`src/rtl/uno_pkg.sv`:
```
// Shared types and helpers for the unary-op scheduler slice.
package uno_pkg;

    typedef enum logic [1:0] {
        UNO_GEMM = 2'b00,
        UNO_DIV  = 2'b01,
        UNO_EXP  = 2'b10,
        UNO_LOG  = 2'b11
    } uno_op_e;

    localparam int unsigned UNO_FIFO_DEPTH = 2;

    // Modulo-n increment used for the round-robin pointer.
    function automatic int unsigned uno_wrap_inc(input int unsigned idx, input int unsigned n);
        return (idx + 1 >= n) ? 0 : idx + 1;
    endfunction

endpackage

```
`src/rtl/uno_sched_if.sv`:
```
// Requester/response bundle between the PE lane front-ends and uno_sched.
interface uno_sched_if #(
    parameter int unsigned MUL_BW = 16,
    parameter int unsigned NREQ   = 4,
    parameter int unsigned ID_BW  = $clog2(NREQ)
);
    logic [NREQ-1:0]             req_valid;
    logic [NREQ-1:0]             req_ready;
    logic [NREQ-1:0][1:0]        req_op;
    logic [NREQ-1:0][MUL_BW-1:0] req_x;
    logic [NREQ-1:0][MUL_BW-1:0] req_y;

    logic                        rsp_valid;
    logic                        rsp_ready;
    logic [ID_BW-1:0]            rsp_id;
    logic [1:0]                  rsp_op;
    logic signed [MUL_BW-1:0]    rsp_scale;

    modport master (
        output req_valid, req_op, req_x, req_y, rsp_ready,
        input  req_ready, rsp_valid, rsp_id, rsp_op, rsp_scale
    );

    modport slave (
        input  req_valid, req_op, req_x, req_y, rsp_ready,
        output req_ready, rsp_valid, rsp_id, rsp_op, rsp_scale
    );
endinterface

```
`src/rtl/uno_sched_rr_arb.sv`:
```
// Round-robin arbiter: grants the first asserted request at or after ptr.
module rr_arb #(
    parameter int unsigned NREQ  = 4,
    parameter int unsigned ID_BW = $clog2(NREQ)
) (
    input  logic [NREQ-1:0]  req,
    input  logic [ID_BW-1:0] ptr,
    input  logic             en,
    output logic [NREQ-1:0]  gnt,
    output logic [ID_BW-1:0] gnt_idx
);

    always_comb begin
        int unsigned pos;
        logic [ID_BW-1:0] idx;
        logic found;
        gnt     = '0;
        gnt_idx = '0;
        found   = 1'b0;
        pos     = 0;
        idx     = '0;
        for (int unsigned k = 0; k < NREQ; k++) begin
            // ptr is always below NREQ, so one subtraction wraps the search
            pos = 32'(ptr) + k;
            if (pos >= NREQ) pos = pos - NREQ;
            idx = ID_BW'(pos);
            if (en && !found && req[idx]) begin
                found    = 1'b1;
                gnt[idx] = 1'b1;
                gnt_idx  = idx;
            end
        end
    end

endmodule

```
`src/rtl/uno_sched.sv`:
```
// Shares one scale_gen among NREQ requesters: round-robin issue, 1-cycle
// tag tracking and a 2-entry result FIFO with credit-based issue control.
module uno_sched
    import uno_pkg::*;
#(
    parameter int unsigned MUL_BW = 16,
    parameter int unsigned NREQ   = 4,
    parameter int unsigned ID_BW  = $clog2(NREQ)
) (
    input  logic                     clk,
    input  logic                     rst,
    uno_sched_if.slave               bus,
    output logic [1:0]               sg_op_o,
    output logic signed [MUL_BW-1:0] sg_x_o,
    output logic signed [MUL_BW-1:0] sg_y_o,
    input  logic signed [MUL_BW-1:0] sg_scale_i,
    output logic                     busy
);

    typedef struct packed {
        logic [ID_BW-1:0]  id;
        uno_op_e           op;
        logic [MUL_BW-1:0] scale;
    } entry_t;

    logic [1:0]       occ;
    logic             inflight;
    logic [ID_BW-1:0] rr_ptr;
    logic [ID_BW-1:0] tag_id;
    uno_op_e          tag_op;
    entry_t           fifo_mem [UNO_FIFO_DEPTH];
    logic             wr_ptr;
    logic             rd_ptr;
    entry_t           head;

    logic [NREQ-1:0]  gnt;
    logic [ID_BW-1:0] gnt_idx;
    logic             accept;
    logic             push;
    logic             pop;
    logic [2:0]       credit_used;
    logic             can_issue;

    assign bus.rsp_valid = (occ != '0);
    assign pop           = bus.rsp_valid & bus.rsp_ready;
    assign push          = inflight;

    // A same-cycle pop frees a slot, so issue may proceed even when full.
    assign credit_used = 3'(occ) + 3'(inflight) - 3'(pop);
    assign can_issue   = (credit_used < 3'd2);

    rr_arb #(
        .NREQ  (NREQ),
        .ID_BW (ID_BW)
    ) u_arb (
        .req     (bus.req_valid),
        .ptr     (rr_ptr),
        .en      (can_issue & ~rst),
        .gnt     (gnt),
        .gnt_idx (gnt_idx)
    );

    assign bus.req_ready = gnt;
    assign accept        = |gnt;

    always_comb begin
        sg_op_o = 2'b00;
        sg_x_o  = '0;
        sg_y_o  = '0;
        if (accept) begin
            sg_op_o = bus.req_op[gnt_idx];
            sg_x_o  = bus.req_x[gnt_idx];
            sg_y_o  = bus.req_y[gnt_idx];
        end
    end

    always_ff @(posedge clk) begin
        if (rst) begin
            occ      <= '0;
            inflight <= 1'b0;
            rr_ptr   <= '0;
            wr_ptr   <= 1'b0;
            rd_ptr   <= 1'b0;
        end else begin
            inflight <= accept;
            occ      <= occ + 2'(push) - 2'(pop);
            if (accept) rr_ptr <= ID_BW'(uno_wrap_inc(32'(gnt_idx), NREQ));
            if (push)   wr_ptr <= ~wr_ptr;
            if (pop)    rd_ptr <= ~rd_ptr;
        end
    end

    always_ff @(posedge clk) begin
        if (accept) begin
            tag_id <= gnt_idx;
            tag_op <= uno_op_e'(bus.req_op[gnt_idx]);
        end
        if (push && !rst) fifo_mem[wr_ptr] <= '{id: tag_id, op: tag_op, scale: sg_scale_i};
    end

    assign head          = fifo_mem[rd_ptr];
    assign bus.rsp_id    = head.id;
    assign bus.rsp_op    = head.op;
    assign bus.rsp_scale = head.scale;

    assign busy = inflight | (occ != '0);

endmodule

```
`src/flat_wrapper.sv`:
```
// flat-port wrapper written by rule: the top's interface ports become plain ports
module uno_sched_flat import uno_pkg::*;
#(
    parameter int unsigned MUL_BW = 16,
    parameter int unsigned NREQ   = 4,
    parameter int unsigned ID_BW  = $clog2(NREQ)
)
  (clk, rst, sg_op_o, sg_x_o, sg_y_o, sg_scale_i, busy, bus_req_valid, bus_req_op, bus_req_x, bus_req_y, bus_rsp_ready, bus_req_ready, bus_rsp_valid, bus_rsp_id, bus_rsp_op, bus_rsp_scale);
  uno_sched_if #(.MUL_BW(MUL_BW), .NREQ(NREQ), .ID_BW(ID_BW)) bus_i ();
  input  logic clk;
  input  logic rst;
  output logic [1:0] sg_op_o;
  output logic signed [MUL_BW-1:0] sg_x_o;
  output logic signed [MUL_BW-1:0] sg_y_o;
  input  logic signed [MUL_BW-1:0] sg_scale_i;
  output logic busy;
  input wire logic [$bits(bus_i.req_valid)-1:0] bus_req_valid;
  input wire logic [$bits(bus_i.req_op)-1:0] bus_req_op;
  input wire logic [$bits(bus_i.req_x)-1:0] bus_req_x;
  input wire logic [$bits(bus_i.req_y)-1:0] bus_req_y;
  input wire logic [$bits(bus_i.rsp_ready)-1:0] bus_rsp_ready;
  output wire logic [$bits(bus_i.req_ready)-1:0] bus_req_ready;
  output wire logic [$bits(bus_i.rsp_valid)-1:0] bus_rsp_valid;
  output wire logic [$bits(bus_i.rsp_id)-1:0] bus_rsp_id;
  output wire logic [$bits(bus_i.rsp_op)-1:0] bus_rsp_op;
  output wire logic [$bits(bus_i.rsp_scale)-1:0] bus_rsp_scale;
  assign bus_i.req_valid = bus_req_valid;
  assign bus_i.req_op = bus_req_op;
  assign bus_i.req_x = bus_req_x;
  assign bus_i.req_y = bus_req_y;
  assign bus_i.rsp_ready = bus_rsp_ready;
  assign bus_req_ready = bus_i.req_ready;
  assign bus_rsp_valid = bus_i.rsp_valid;
  assign bus_rsp_id = bus_i.rsp_id;
  assign bus_rsp_op = bus_i.rsp_op;
  assign bus_rsp_scale = bus_i.rsp_scale;
  uno_sched #(.MUL_BW(MUL_BW), .NREQ(NREQ), .ID_BW(ID_BW)) u_core (.clk(clk), .rst(rst), .bus(bus_i), .sg_op_o(sg_op_o), .sg_x_o(sg_x_o), .sg_y_o(sg_y_o), .sg_scale_i(sg_scale_i), .busy(busy));
endmodule
```
`config.mk`:
```
export PLATFORM = sky130hd
export DESIGN_NAME = uno_sched_flat
export DESIGN_NICKNAME = d
export VERILOG_FILES = /design/src/rtl/uno_pkg.sv /design/src/rtl/uno_sched_if.sv /design/src/rtl/uno_sched_rr_arb.sv /design/src/rtl/uno_sched.sv /design/src/flat_wrapper.sv
export SDC_FILE = /design/constraint.sdc
export NUM_CORES = 1
export LEC_CHECK = 0
export CORE_ASPECT_RATIO = 1.5
export CORE_MARGIN = 5
export CORE_UTILIZATION = 35
export CTS_BUF_LIST = sky130_fd_sc_hd__clkbuf_2
export DETAILED_ROUTE_END_ITERATION = 6
export GPL_TIMING_DRIVEN = 0
export PLACE_DENSITY = 0.79
export SLEW_MARGIN = 20
export SYNTH_ARGS = -nofsm -noshare
export SYNTH_HDL_FRONTEND = slang
export SYNTH_HIERARCHICAL = 1
export SYNTH_SLANG_ARGS = --single-unit
```
`constraint.sdc`:
```
create_clock -name clk -period 5 [get_ports clk]
set_input_delay 1 -clock clk [delete_from_list [all_inputs] [get_ports clk]]
set_output_delay 1 -clock clk [all_outputs]
set_load 0.02 [all_outputs]
```
==> out/results.md <==
| Quantity | Reported | Unit |
|:---|:---|:---|
| Detailed Route Iter0 Violations | 89 | - |
| Max-Slew Margin vs Limit | 0.631 | - |
| Cell count after synthesis | 248 | - |
| Predominant post-synthesis flop cell | sky130_fd_sc_hd__edfxtp_1 | - |
| Worst-case setup margin in the final layout | -0.136 | ns |
| Final slew viol count | 0 | - |
| Number of enable-type register cells in the synthesized netlist | 44 | - |
| Slowest cell delay on critical path | 0.56 | ns |
| Actual slew at the worst max-slew pin | 0.553 | ns |
| GRT Total Usage | 0.187 | - |
| Synth area leaders | sky130_fd_sc_hd__edfxtp_1, sky130_fd_sc_hd__mux4_2, sky130_fd_sc_hd__mux2_2, sky130_fd_sc_hd__nor2b_1, sky130_fd_sc_hd__dfxtp_1 | - |
| Leakage power | 2.52 | nW |
| Maximum clock frequency | 195 | MHz |
| Wire length of the first global-routing pass | 18100 | um |
| Detail Placement HPWL | 10000 | um |
| Number of optimization iterations in the first detailed-route pass | 6 | - |
| Share of layout cells above drive strength 1 | 0.359 | - |
| P&R area growth vs syn | 82.6 | % |
| Portion of synthesized cell area occupied by the leading cell type | 0.366 | - |
| Die span in x | 93.0 | um |
| CTS H-Tree Depth | 2 | - |
| Layout net count | 669 | - |
| Buffers & Inverters on Critical Path | 6 | - |
| Clock Latency Late Sink | 0.42 | ns |
| Post-synthesis cell type with the largest combined area | sky130_fd_sc_hd__edfxtp_1 | - |
| Area occupied by registers | 1480 | sq um |
| Number of storage elements in the synthesis netlist | 52 | - |
| Total wire length after detailed routing | 12300 | um |
| Post-route core utilization | 0.651 | - |
| Starting density of the core | 0.357 | - |
| Number of antenna violations at the first check in global routing | 0 | - |
| Kind of cell with the highest combined delay on the critical path | adder cells | - |
| Fill cell count | 775 | - |
| Syn Nets | 419 | - |
| R2r worst-path depth | 17 | - |
| Total number of vias | 3218 | - |
| Setup slack, reg-to-reg | 1.19 | ns |
| Routability congestion estimate | 0.928 | - |
| Final cell count without fillers | 616 | - |
| RSZ-0062 raised after global routing | true | - |
| Highest ir drop seen on vdd | 0.000270 | V |
| Total setup violations reported at the end of the flow | 34 | - |
| Clock-pin slew reported for the worst setup and hold paths after clock tree synthesis | 0.23 | ns |
| Cell chosen for the clock root | sky130_fd_sc_hd__clkbuf_2 | - |
| Minimum hold slack | 0.476 | ns |
| Hold Path Origin | u_core/tag_op[0] | - |
| Total count of hold-check failures in the final report | 0 | - |
| Cell area after technology mapping | 3610 | sq um |
| Core Rows | 45 | - |
| Critical path peak fanout | 5 | - |
| Slowest stage cell, crit path | sky130_fd_sc_hd__fa_2 | - |
| Number of CTS-inserted buffers | 5 | - |
| Proportion of synthesized flip-flops having asynchronous set or reset | 0 | - |
| Category of the worst setup path capture point | output pin | - |
| Total of warnings raised by yosys | 6 | - |
| Worst EP required | 4.00 | ns |
| Crit path cell chain | buf_6, o21a_1, ha_1, inv_1, ha_2, fa_2, nor3_4, o211ai_1, o22ai_1, and3b_2, a221o_1, nor4_4, buf_6, buf_8, buf_8, nor2b_1, buf_4 | - |
| Number of library cell types mapped by synthesis | 41 | - |
| TritonCTS clock tree | yes | - |
| Via count of the first global-routing pass | 3476 | - |
| Maximum number of pins on one net before global-route repair | 16 | - |
| Worst r2r dst | u_core/rr_ptr[0] | - |
| Place WS | -1.55 | ns |
| Crit path DAT | 4.14 | ns |
| Floorplan die area | 12500 | sq um |
| Violations in the final reports | setup timing | - |
| Setup skew after layout | 0.0240 | ns |
| Setup Crit Path Kind | in -> out | - |
| Total congestion overflow | 0 | - |
| Ratio of final minimum period to clock period | 1.03 | - |
| Chip Height | 134 | um |
| Share of the yosys chip area belonging to registers | 0.410 | - |
| Status | finished with violations | - |
| Final worst path period need | 5.14 | ns |
| Per-cell via count in the routed design | 5.22 | - |
| Post-detailed-route DRC marker count | 0 | - |
| Average size of a mapped cell | 14.6 | sq um |
| Core area | 10100 | sq um |
| I/O pin count | 219 | - |
| Placed instance count | 587 | - |
| Crit path launch type | input port | - |
| Max-cap violations | 0 | - |
| Hold Path Cell Cnt | 0 | - |
| Number of clock sinks | 52 | - |
| Number of I/O port buffers | 218 | - |
| Worst hold path class | reg -> reg | - |
| Maximum clock insertion buffer count | 2 | - |
| Detail-routed net length per standard cell | 20.0 | um |
| Launching point of the worst reg2reg path | u_core/occ[1] | - |
| Total area of multi-input combinational cells | 2140 | sq um |
| Antenna diode count | 0 | - |
| Hold EP | u_core/fifo_mem[1][16] | - |
| Pwr dens | 483 | nW/um^2 |
| Number of nets with antenna violations after detailed routing | 0 | - |
==> metal layers <==
metal / GRT usage / up-vias / share of wire
li1: - / 1471 / -
met4: 0.0546 / 0 / 0.026
met3: 0.0446 / 27 / 0.087
met5: 0 / - / 0
met1: 0.179 / 1533 / 0.31
met2: 0.380 / 187 / 0.57
==> placed cells by master (no fill, tap or decap), types with 2 or more instances in the layout <==
master,count
sky130_fd_sc_hd__a21boi_1,4
sky130_fd_sc_hd__a221o_1,4
sky130_fd_sc_hd__buf_12,7
sky130_fd_sc_hd__buf_2,3
sky130_fd_sc_hd__buf_4,23
sky130_fd_sc_hd__buf_6,33
sky130_fd_sc_hd__buf_8,5
sky130_fd_sc_hd__clkbuf_16,4
sky130_fd_sc_hd__clkbuf_2,6
sky130_fd_sc_hd__clkdlybuf4s50_1,179
sky130_fd_sc_hd__clkinv_1,2
sky130_fd_sc_hd__dfxtp_1,8
sky130_fd_sc_hd__dlymetal6s2s_1,4
sky130_fd_sc_hd__edfxtp_1,44
sky130_fd_sc_hd__ha_1,10
sky130_fd_sc_hd__inv_1,7
sky130_fd_sc_hd__mux2_2,22
sky130_fd_sc_hd__mux2i_1,4
sky130_fd_sc_hd__mux4_1,2
sky130_fd_sc_hd__mux4_2,34
sky130_fd_sc_hd__nand2_1,5
sky130_fd_sc_hd__nand3_1,4
sky130_fd_sc_hd__nor2_1,9
sky130_fd_sc_hd__nor2b_1,15
sky130_fd_sc_hd__nor2b_4,23
sky130_fd_sc_hd__o211ai_1,4
sky130_fd_sc_hd__o21ai_0,4
sky130_fd_sc_hd__o41ai_1,2
sky130_fd_sc_hd__or2_2,2
sky130_fd_sc_hd__or3_1,2
sky130_fd_sc_hd__xnor2_1,2
==> metrics by stage <==
step	cell area, sq um	TNS [ns]	total power, mW
finish	6600	-3.46	3.19
global route	6600	-7.58	3.36
CTS	6400	-5.33	3.04
detailed placement	6000	-52.47	2.47
global placement	5950	-48.22	2.43
floorplan	3620	0	1.72
==> area by class of cell <==
type | instances | area share
Tap cell | 117 | 0.0222
Buffer | 18 | 0.0373
Inverter | 8 | 0.00474
Timing Repair Buffer | 243 | 0.381
Clock buffer | 6 | 0.00455
Clock inverter | 2 | 0.00114
Multi-Input combinational cell | 170 | 0.325
Sequential cell | 52 | 0.224
==> where the power goes <==
group          internal (mW)  switching, mW
Sequential             0.547         0.0320
Combinational           1.36           1.10
Clock                 0.0336          0.117
==> kinds of logic after synthesis <==
| kind of cell | Yosys count | synth area share |
|---|---|---|
| DFF | 52 | 0.410 |
| xor gates and xnor gates | 3 | 0.00727 |
| adders and majority gates | 12 | 0.0436 |
| muxes | 63 | 0.311 |
| and+or+nand+nor | 67 | 0.123 |
| AOI/OAI and AO/OA | 25 | 0.0550 |
| buffers and inverters | 26 | 0.0505 |
==> what timing repair did <==
action                                 CTS  global route
endpoints found under the hold margin    0             0
setup buffers                           15             1
resized for setup                      240            42
setup endpoints to repair               38            38
cloned                                   3             3
pin swaps                                9            10
hold buffers                             0             0
==> cells in the mapped netlist (2+ instances only) <==
cell                       number
sky130_fd_sc_hd__edfxtp_1      44
sky130_fd_sc_hd__mux4_2        33
sky130_fd_sc_hd__nor2b_1       32
sky130_fd_sc_hd__mux2_2        22
sky130_fd_sc_hd__ha_1          11
sky130_fd_sc_hd__buf_2         10
sky130_fd_sc_hd__nor2_1         9
sky130_fd_sc_hd__dfxtp_1        8
sky130_fd_sc_hd__inv_1          7
sky130_fd_sc_hd__nor2b_4        7
sky130_fd_sc_hd__nand2_1        5
sky130_fd_sc_hd__a21boi_1       4
sky130_fd_sc_hd__a221o_1        4
sky130_fd_sc_hd__mux2i_1        4
sky130_fd_sc_hd__nand3_1        4
sky130_fd_sc_hd__o211ai_1       4
sky130_fd_sc_hd__o21ai_0        4
sky130_fd_sc_hd__buf_12         3
sky130_fd_sc_hd__buf_6          3
sky130_fd_sc_hd__mux4_1         3
sky130_fd_sc_hd__xnor2_1        3
sky130_fd_sc_hd__nor3_1         2
sky130_fd_sc_hd__o41ai_1        2
sky130_fd_sc_hd__or2_2          2
sky130_fd_sc_hd__or3_1          2
==> flip-flops by register name, summed over array words and instances, names as in the netlist, named ones only <==
register	cells
u_core/rd_ptr	1
u_core/wr_ptr	1
u_core/inflight	1
u_core/fifo_mem	40
u_core/tag_id	2
u_core/rr_ptr	2
u_core/tag_op	2
u_core/occ	2
==> how the worst max path moves through the flow <==
| stage | from | slack [ns] | endpoint | depth (start not counted) |
|---|---|---|---|---|
| after floorplan | bus_rsp_ready | 0.0008 | sg_x_o[0] | 15 |
| after global placement | bus_rsp_ready | -1.46 | sg_x_o[13] | 16 |
| after detailed placement | bus_rsp_ready | -1.55 | sg_x_o[13] | 17 |
| after CTS | bus_rsp_ready | -0.19 | sg_x_o[0] | 18 |
| after global routing | bus_rsp_ready | -0.25 | sg_op_o[0] | 16 |
| final | bus_rsp_ready | -0.14 | sg_x_o[0] | 17 |
==> worst register-to-register path: cells and delay by family, from the launching register on <==
| family | cells | cell delay (ns) |
|---|---|---|
| AO/OA/AOI/OAI | 5 | 0.93 |
| adder cells (fa/ha/maj) | 3 | 0.91 |
| AND/OR/NAND/NOR | 4 | 0.91 |
| buffers and inverters | 5 | 0.61 |
| flip-flops | 1 | 0.42 |
Note: power is estimated with default switching activity, not from simulation.
